## config.mk

```make
export PLATFORM = sky130hd
export DESIGN_NAME = seq_shift_add_multiplier
export DESIGN_NICKNAME = d
export VERILOG_FILES = /design/src/rtl/seq_shift_add_multiplier.sv
export SDC_FILE = /design/constraint.sdc
export NUM_CORES = 1
export LEC_CHECK = 0
export ABC_AREA = 0
export BUFFER_PORTS_ARGS = -buffer_cell sky130_fd_sc_hd__buf_2
export CORE_ASPECT_RATIO = 0.5
export CORE_UTILIZATION = 42
export DETAILED_ROUTE_END_ITERATION = 8
export PLACE_DENSITY = 0.69
export SLEW_MARGIN = 20
export SYNTH_ARGS = -nofsm -noshare
export SYNTH_HDL_FRONTEND = slang
export SYNTH_SLANG_ARGS = --single-unit
```

## constraint.sdc

```tcl
create_clock -name clk -period 2.15 [get_ports clk]
set_input_delay 0.215 -clock clk [delete_from_list [all_inputs] [get_ports clk]]
set_output_delay 0.215 -clock clk [all_outputs]
set_load 0.02 [all_outputs]
```

## src/rtl/seq_shift_add_multiplier.sv

```systemverilog
// Unsigned sequential shift-and-add multiplier with a start/busy/done handshake.
// Define EARLY_TERM_EN to leave RUN as soon as the remaining multiplier bits are all zero.
module seq_shift_add_multiplier #(
   parameter int unsigned A_WIDTH = 4,
   parameter int unsigned B_WIDTH = 3
) (
   input  logic                       clk,
   input  logic                       rst_n,
   input  logic                       start,
   input  logic [A_WIDTH-1:0]         A,
   input  logic [B_WIDTH-1:0]         B,
   output logic                       busy,
   output logic                       done,
   output logic [A_WIDTH+B_WIDTH-1:0] product
);

   localparam int unsigned PW = A_WIDTH + B_WIDTH;
   localparam int unsigned CW = $clog2(B_WIDTH + 1);

   typedef enum logic [1:0] {
      IDLE = 2'd0,
      RUN  = 2'd1,
      DONE = 2'd2
   } state_t;

   state_t              state;
   logic [PW-1:0]       acc;
   logic [PW-1:0]       mcand;
   logic [B_WIDTH-1:0]  mplier;
   logic [CW-1:0]       cnt;
   logic [PW-1:0]       acc_sum;
   logic                last_step;

   // Partial-product add for the current multiplier bit and the RUN exit condition.
   always_comb begin
      acc_sum   = mplier[0] ? (acc + mcand) : acc;
      last_step = (cnt == CW'(1));
`ifdef EARLY_TERM_EN
      if (mplier[B_WIDTH-1:1] == '0) begin
         last_step = 1'b1;
      end
`else
`endif
   end

   always_ff @(posedge clk) begin
      if (!rst_n) begin
         state   <= IDLE;
         busy    <= 1'b0;
         done    <= 1'b0;
         product <= '0;
         acc     <= '0;
         mcand   <= '0;
         mplier  <= '0;
         cnt     <= '0;
      end else begin
         done <= 1'b0;
         case (state)
            IDLE, DONE: begin
               if (start) begin
                  state  <= RUN;
                  busy   <= 1'b1;
                  acc    <= '0;
                  mcand  <= {{B_WIDTH{1'b0}}, A};
                  mplier <= B;
                  cnt    <= CW'(B_WIDTH);
               end else begin
                  state <= IDLE;
                  busy  <= 1'b0;
               end
            end
            RUN: begin
               acc    <= acc_sum;
               mcand  <= mcand << 1;
               mplier <= mplier >> 1;
               cnt    <= cnt - CW'(1);
               // Final step: publish the result and pulse done for one cycle.
               if (last_step) begin
                  state   <= DONE;
                  busy    <= 1'b0;
                  done    <= 1'b1;
                  product <= acc_sum;
               end
            end
            default: begin
               state <= IDLE;
               busy  <= 1'b0;
            end
         endcase
      end
   end

endmodule

```

Word-level counts from Yosys, hierarchy flattened --
Index checks and enable logic that the tools add are counted.
Word-level totals: flip-flop bits (word level) 30, input bits 10, output and inout bits 9, word-level logic and storage cells 37
Cells by class: $add $sub $neg 2, eq/ne operators 5, mux-type cells 16, reduce and logical (&&, ||, !) cells 6
Operator list (count):
- $pmux 7 s2 | 2
- $mux 7 | 3
- $pmux 2 s2 | 2
- $add 7x7->7 | 1
- $pmux 3 s2 | 1
- $reduce_and 2->1 | 3
- $eq 2x1->1 const B | 2
- $mux 1 | 4
- $mux 2 | 2
- $ne 2x2->1 const B | 2
- $mux 3 | 1
- $eq 2x2->1 const B | 1
- $logic_not 2->1 | 1
- $pmux 1 s2 | 1
- $reduce_bool 2->1 | 1
- $reduce_or 2->1 | 1
- $sub 2x1->2 const B | 1

Depth between registers and ports, before layout --
word-level depth 4, depth in mapped cells 8, mapped depth without buffers 8

Worst setup path before layout --
No wires, ideal clock.
kind reg2reg, from reg acc[0], to reg product[6], library setup time 0.116 ns, arrival time 2.009 ns, required time 2.034 ns, slack 0.025 ns, stages on the path, launching flop included 9, buffers on the path 0, period minus slack after synthesis 2.125 ns, path through dfxtp_1 ha_1 inv_1 fa_1 nand2b_1 a2111oi_4 a211oi_2 or3_1 o211a_1
On the way: longest elaborated chain between the ends 2
Ends and longest elaborated chain:
- from (decl) | line 27 | logic [PW-1:0] acc;
- from (signal assigned) | line 73 | acc <= acc_sum;
- $add 7x7->7 | line 36 | acc_sum = mplier[0] ? (acc + mcand) : acc;
- $mux 7 | line 36
- to (signal assigned) | line 82 | product <= acc_sum;
- to (decl) | line 14 | output logic [A_WIDTH+B_WIDTH-1:0] product
No other way between the ends. A chain may end at the register's enable or synchronous reset.

Worst setup path after layout --
Ends and elaborated chain as after synthesis.

==> flow_results.org <==
** Global route
- Entering global routing, the biggest net connects 32 pins.
- Overall overflow remaining after global route :: 0
- The number of antenna violations at the first check in global routing came to 0.
- GR Util met1 :: 0.2857
- The first global-routing pass estimated 5.499 mm of wire.
- For this run, global-route usage on met2 was measured as 0.2889.
- The via count of the first global-routing pass is 1159.
- M3 GR Usage :: 0.05597
- Across every metal layer, demand over resource in global routing totals 0.1995.
- met2 is the most crowded layer.

** Worst setup path
- Data on the critical path arrives at its endpoint at 2.24 ns.
- Data required time at the worst endpoint :: 2.33 ns
- The worst setup path is of the flop to flop kind.
- Crit path max fanout :: 3
- STA classifies the critical path startpoint as a flop.
- The slowest stage of the critical path is the sky130_fd_sc_hd__dfxtp_2 cell.
- Crit-path cells :: ha_1, inv_1, fa_2, nand2b_4, a2111oi_4, a211oi_2, or3_1, o211a_1
- Critical Path Max Stage Delay :: 0.35 ns
- Endpoint type of the worst setup path :: flop

** STA
- Final hold vios :: 0
- For the pin with the worst max-slew slack, the measured transition is 0.6633 ns.
- Remaining max-slew budget at the tightest pin :: 0.5561
- Ratio of final minimum period to clock period :: 0.9567
- The final number of max-transition violations is 0.
- Fmax :: 486.2 MHz
- Total of endpoints with negative setup slack in the final report :: 0
- Between clock sinks in the finished design, the worst skew comes to 0.003938 ns.
- In the final timing run, aggregate negative setup slack is 0 ns.
- Subtracting the final worst setup slack from the clock period gives 2.057 ns.
- Setup repair after global routing missed its margin :: no

** Min path
- Worst hold-check path type :: input port to flop

** Clock tree
- Total CTS buffers :: 5
- Cts hold-fix bufs :: 0
- For the worst-skew pair, the clock arrives at the later sink with an insertion delay of 0.28 ns.
- CTS tree :: yes
- CTS Root Cell :: sky130_fd_sc_hd__clkbuf_8
- The clock passes through at most 2 buffers.
- CTS H-tree depth :: 2
- Number of sinks handled by clock tree synthesis :: 29
- After clock tree synthesis, the clock-pin slew on the worst setup and hold paths is 0.07 ns.

** Pwr
- Worst vdd ir :: 448.1 uV
- In this run the power density over the cells is 755.3 nW/um^2.
- Static leakage :: 0.7751 nW

** Placement
- Port Buf Inserts :: 18
- Placed wire-length estimate :: 2.404 mm
- Placer congestion estimate :: 0.8419

** Yosys
- Number of register bits inferred by synthesis :: 29
- Of the post-synthesis cell area, the dominant cell type holds 0.3851.
- Cell count after synthesis :: 168
- Top area cells in the synthesized netlist :: sky130_fd_sc_hd__dfxtp_1 (39%), sky130_fd_sc_hd__ha_1 (5.8%), sky130_fd_sc_hd__nor2b_1 (5.4%), sky130_fd_sc_hd__mux2i_1 (4.6%), sky130_fd_sc_hd__a22oi_1 (4.0%)
- The cell area that synthesis handed to floorplanning was 1508 um^2.
- The synthesized netlist contains 37 unique library cells.
- For this run, the register share of the synthesized area comes to 0.3851.
- Averaged over all synthesized cells, the footprint is 8.974 um^2.
- The number of nets in the synthesized netlist is 186.
- During synthesis, Yosys emitted a total of 0 warnings.
- Largest area contributor in the synthesized netlist :: sky130_fd_sc_hd__dfxtp_1

** Floorplan
- DIE AREA :: 3848 um^2
- The initial utilization of the core area, before any placement, comes to 0.4703.
- Die W :: 86.73 um
- In this run the standard cell core region covers 3206 um^2.
- Row count :: 14
- 19 I/O pins were placed.
- Chip height :: 44.37 um

** Routing
- The detail route stage leaves a number of antenna-violating nets equal to 0.
- The first detailed-routing pass took 4 iterations.
- For this block, the via count after detailed routing is 1280.
- Routed Wire Length :: 3.341 mm
- First-iteration detailed-routing DRC count :: 98
- After detailed routing, the average wire length per cell comes to 13.81 um.
- Vias per cell :: 5.289
- DRC violations left :: 0

** Cells and area
- Of the cells placed in the final design, the portion with a size suffix greater than 1 is 0.2216.
- 0 antenna diodes ended up in the layout.
- The layout has 297 filler cells.
- The area growth from synthesis to layout is 20.66%.
- For this run, the share of the core covered by cells in the final layout is 0.5675.
- For this run, the post-layout net count is 211.

** Run status
- Outcome :: completed

** Run
- The tool flagged a number of max-cap violations equal to 0.
[cell families after synthesis]
kind of cell / count (synthesis) / share of synthesized area
XOR/XNOR: 2 / 0.01162
adder cells (fa/ha/maj): 8 / 0.07137
flip-flops: 29 / 0.3851
AO/OA/AOI/OAI: 47 / 0.2315
AND/OR/NAND/NOR: 60 / 0.2133
multiplexers: 7 / 0.04647
buffers and inverters: 15 / 0.04066
[where the power goes]
group / internal, W / switching [W]
Clock: 0.000376 / 0.000222
Combinational: 0.0000750 / 0.000115
Sequential: 0.000567 / 0.0000186
[flip-flops by register name (all words and copies together) (netlist names)]
name and flops:
done 1, acc 7, mcand 7, mplier 3, state 1, product 7
cnt 2, busy 1
[cell usage after synthesis]
| cell | count |
|---|---|
| sky130_fd_sc_hd__a22oi_1 | 8 |
| sky130_fd_sc_hd__o211a_1 | 4 |
| sky130_fd_sc_hd__or4b_1 | 1 |
| sky130_fd_sc_hd__and2_1 | 4 |
| sky130_fd_sc_hd__a21oi_1 | 9 |
| sky130_fd_sc_hd__xnor2_1 | 2 |
| sky130_fd_sc_hd__a21boi_0 | 2 |
| sky130_fd_sc_hd__or3b_1 | 1 |
| sky130_fd_sc_hd__nand2_1 | 11 |
| sky130_fd_sc_hd__dfxtp_1 | 29 |
| sky130_fd_sc_hd__nor3b_1 | 1 |
| sky130_fd_sc_hd__and3_1 | 2 |
| sky130_fd_sc_hd__o21a_1 | 1 |
| sky130_fd_sc_hd__o221ai_1 | 5 |
| sky130_fd_sc_hd__o21ai_2 | 1 |
| sky130_fd_sc_hd__or3_1 | 1 |
| sky130_fd_sc_hd__ha_1 | 7 |
| sky130_fd_sc_hd__mux2i_1 | 7 |
| sky130_fd_sc_hd__nand3_2 | 1 |
| sky130_fd_sc_hd__a2111oi_4 | 1 |
| sky130_fd_sc_hd__fa_1 | 1 |
| sky130_fd_sc_hd__nor2_1 | 15 |
| sky130_fd_sc_hd__buf_2 | 4 |
| sky130_fd_sc_hd__nand3b_1 | 1 |
| sky130_fd_sc_hd__a21o_1 | 2 |
| sky130_fd_sc_hd__a31oi_1 | 1 |
| sky130_fd_sc_hd__inv_1 | 6 |
| sky130_fd_sc_hd__nand4_1 | 2 |
| sky130_fd_sc_hd__nand3_1 | 1 |
| sky130_fd_sc_hd__clkbuf_1 | 5 |
| sky130_fd_sc_hd__a211oi_1 | 1 |
| sky130_fd_sc_hd__o211ai_1 | 1 |
| sky130_fd_sc_hd__o21bai_1 | 1 |
| sky130_fd_sc_hd__nand2b_1 | 6 |
| sky130_fd_sc_hd__nor2b_1 | 13 |
| sky130_fd_sc_hd__a211oi_2 | 1 |
| sky130_fd_sc_hd__o21ai_0 | 9 |
[placed cells by master, fill, tap and decap left out, types with 6 or more instances in the layout]
cell / count
sky130_fd_sc_hd__mux2i_1: 7
sky130_fd_sc_hd__inv_1: 6
sky130_fd_sc_hd__nand2_1: 11
sky130_fd_sc_hd__clkbuf_8: 6
sky130_fd_sc_hd__a22oi_1: 8
sky130_fd_sc_hd__nor2b_1: 13
sky130_fd_sc_hd__buf_2: 18
sky130_fd_sc_hd__o21ai_0: 9
sky130_fd_sc_hd__nor2_1: 15
sky130_fd_sc_hd__buf_4: 9
sky130_fd_sc_hd__ha_1: 7
sky130_fd_sc_hd__dfxtp_1: 27
sky130_fd_sc_hd__a21oi_1: 9
[cell type report]
| cell class | instances | area [um^2] | area share |
|---|---|---|---|
| tap | 48 | 60.06 | 0.03301 |
| sequential | 29 | 583.1 | 0.3205 |
| timing repair buffer | 27 | 157.7 | 0.08666 |
| inverter | 6 | 22.52 | 0.01238 |
| multi-input combinational | 124 | 875.8 | 0.4814 |
| clock buffer | 6 | 82.58 | 0.04539 |
| clock inverter | 2 | 37.54 | 0.02063 |
[metrics by stage]
step	instance area, um^2	std cells	worst slack [ns]	power (W)	hold slack (ns)
3_3_place_gp	1687	234	0.05009	0.0007779	0.4450
2_1_floorplan	1508	168	0.02508	0.0007217	0.3982
6_report	1819	242	0.09304	0.001374	0.2183
5_1_grt	1819	242	0.003367	0.001434	0.2357
4_1_cts	1814	242	0.03241	0.001381	0.2136
3_5_place_dp	1687	234	0.005699	0.0007824	0.4540
[path summary, 6_finish.rpt]
path / endpoint / slack [ns] / start / cells after the start
min: mplier[2]$_SDFFE_PN0P_ / 0.22 / B[2] / 3
max: product[6]$_SDFFE_PN0P_ / 0.09 / acc[0]$_SDFFE_PN0P_ / 8
max reg2reg: product[6]$_SDFFE_PN0P_ / 0.09 / acc[0]$_SDFFE_PN0P_ / 8
min reg2reg: cnt[1]$_SDFFE_PN0P_ / 0.46 / cnt[1]$_SDFFE_PN0P_ / 2
[layer usage]
metal	up-vias	part of all wire
li1	650	-
met1	600	0.52
met2	26	0.43
met3	4	0.043
met4	0	0.0063
met5	-	0
[repair_timing]
item	in CTS	in global routing
pin swaps	0	2
setup endpoints to repair	1	2
gates resized for setup	1	3
buffers inserted	0	0
[worst max-delay path, delay by kind of cell (launching register included)]
kind | cells | cell delay [ns]
AO/OA/AOI/OAI | 3 | 0.55
AND/OR/NAND/NOR | 2 | 0.51
adder cells (fa/ha/maj) | 2 | 0.50
flip-flops | 1 | 0.35
buffers and inverters | 1 | 0.05
(Power assumes the default switching activity.)
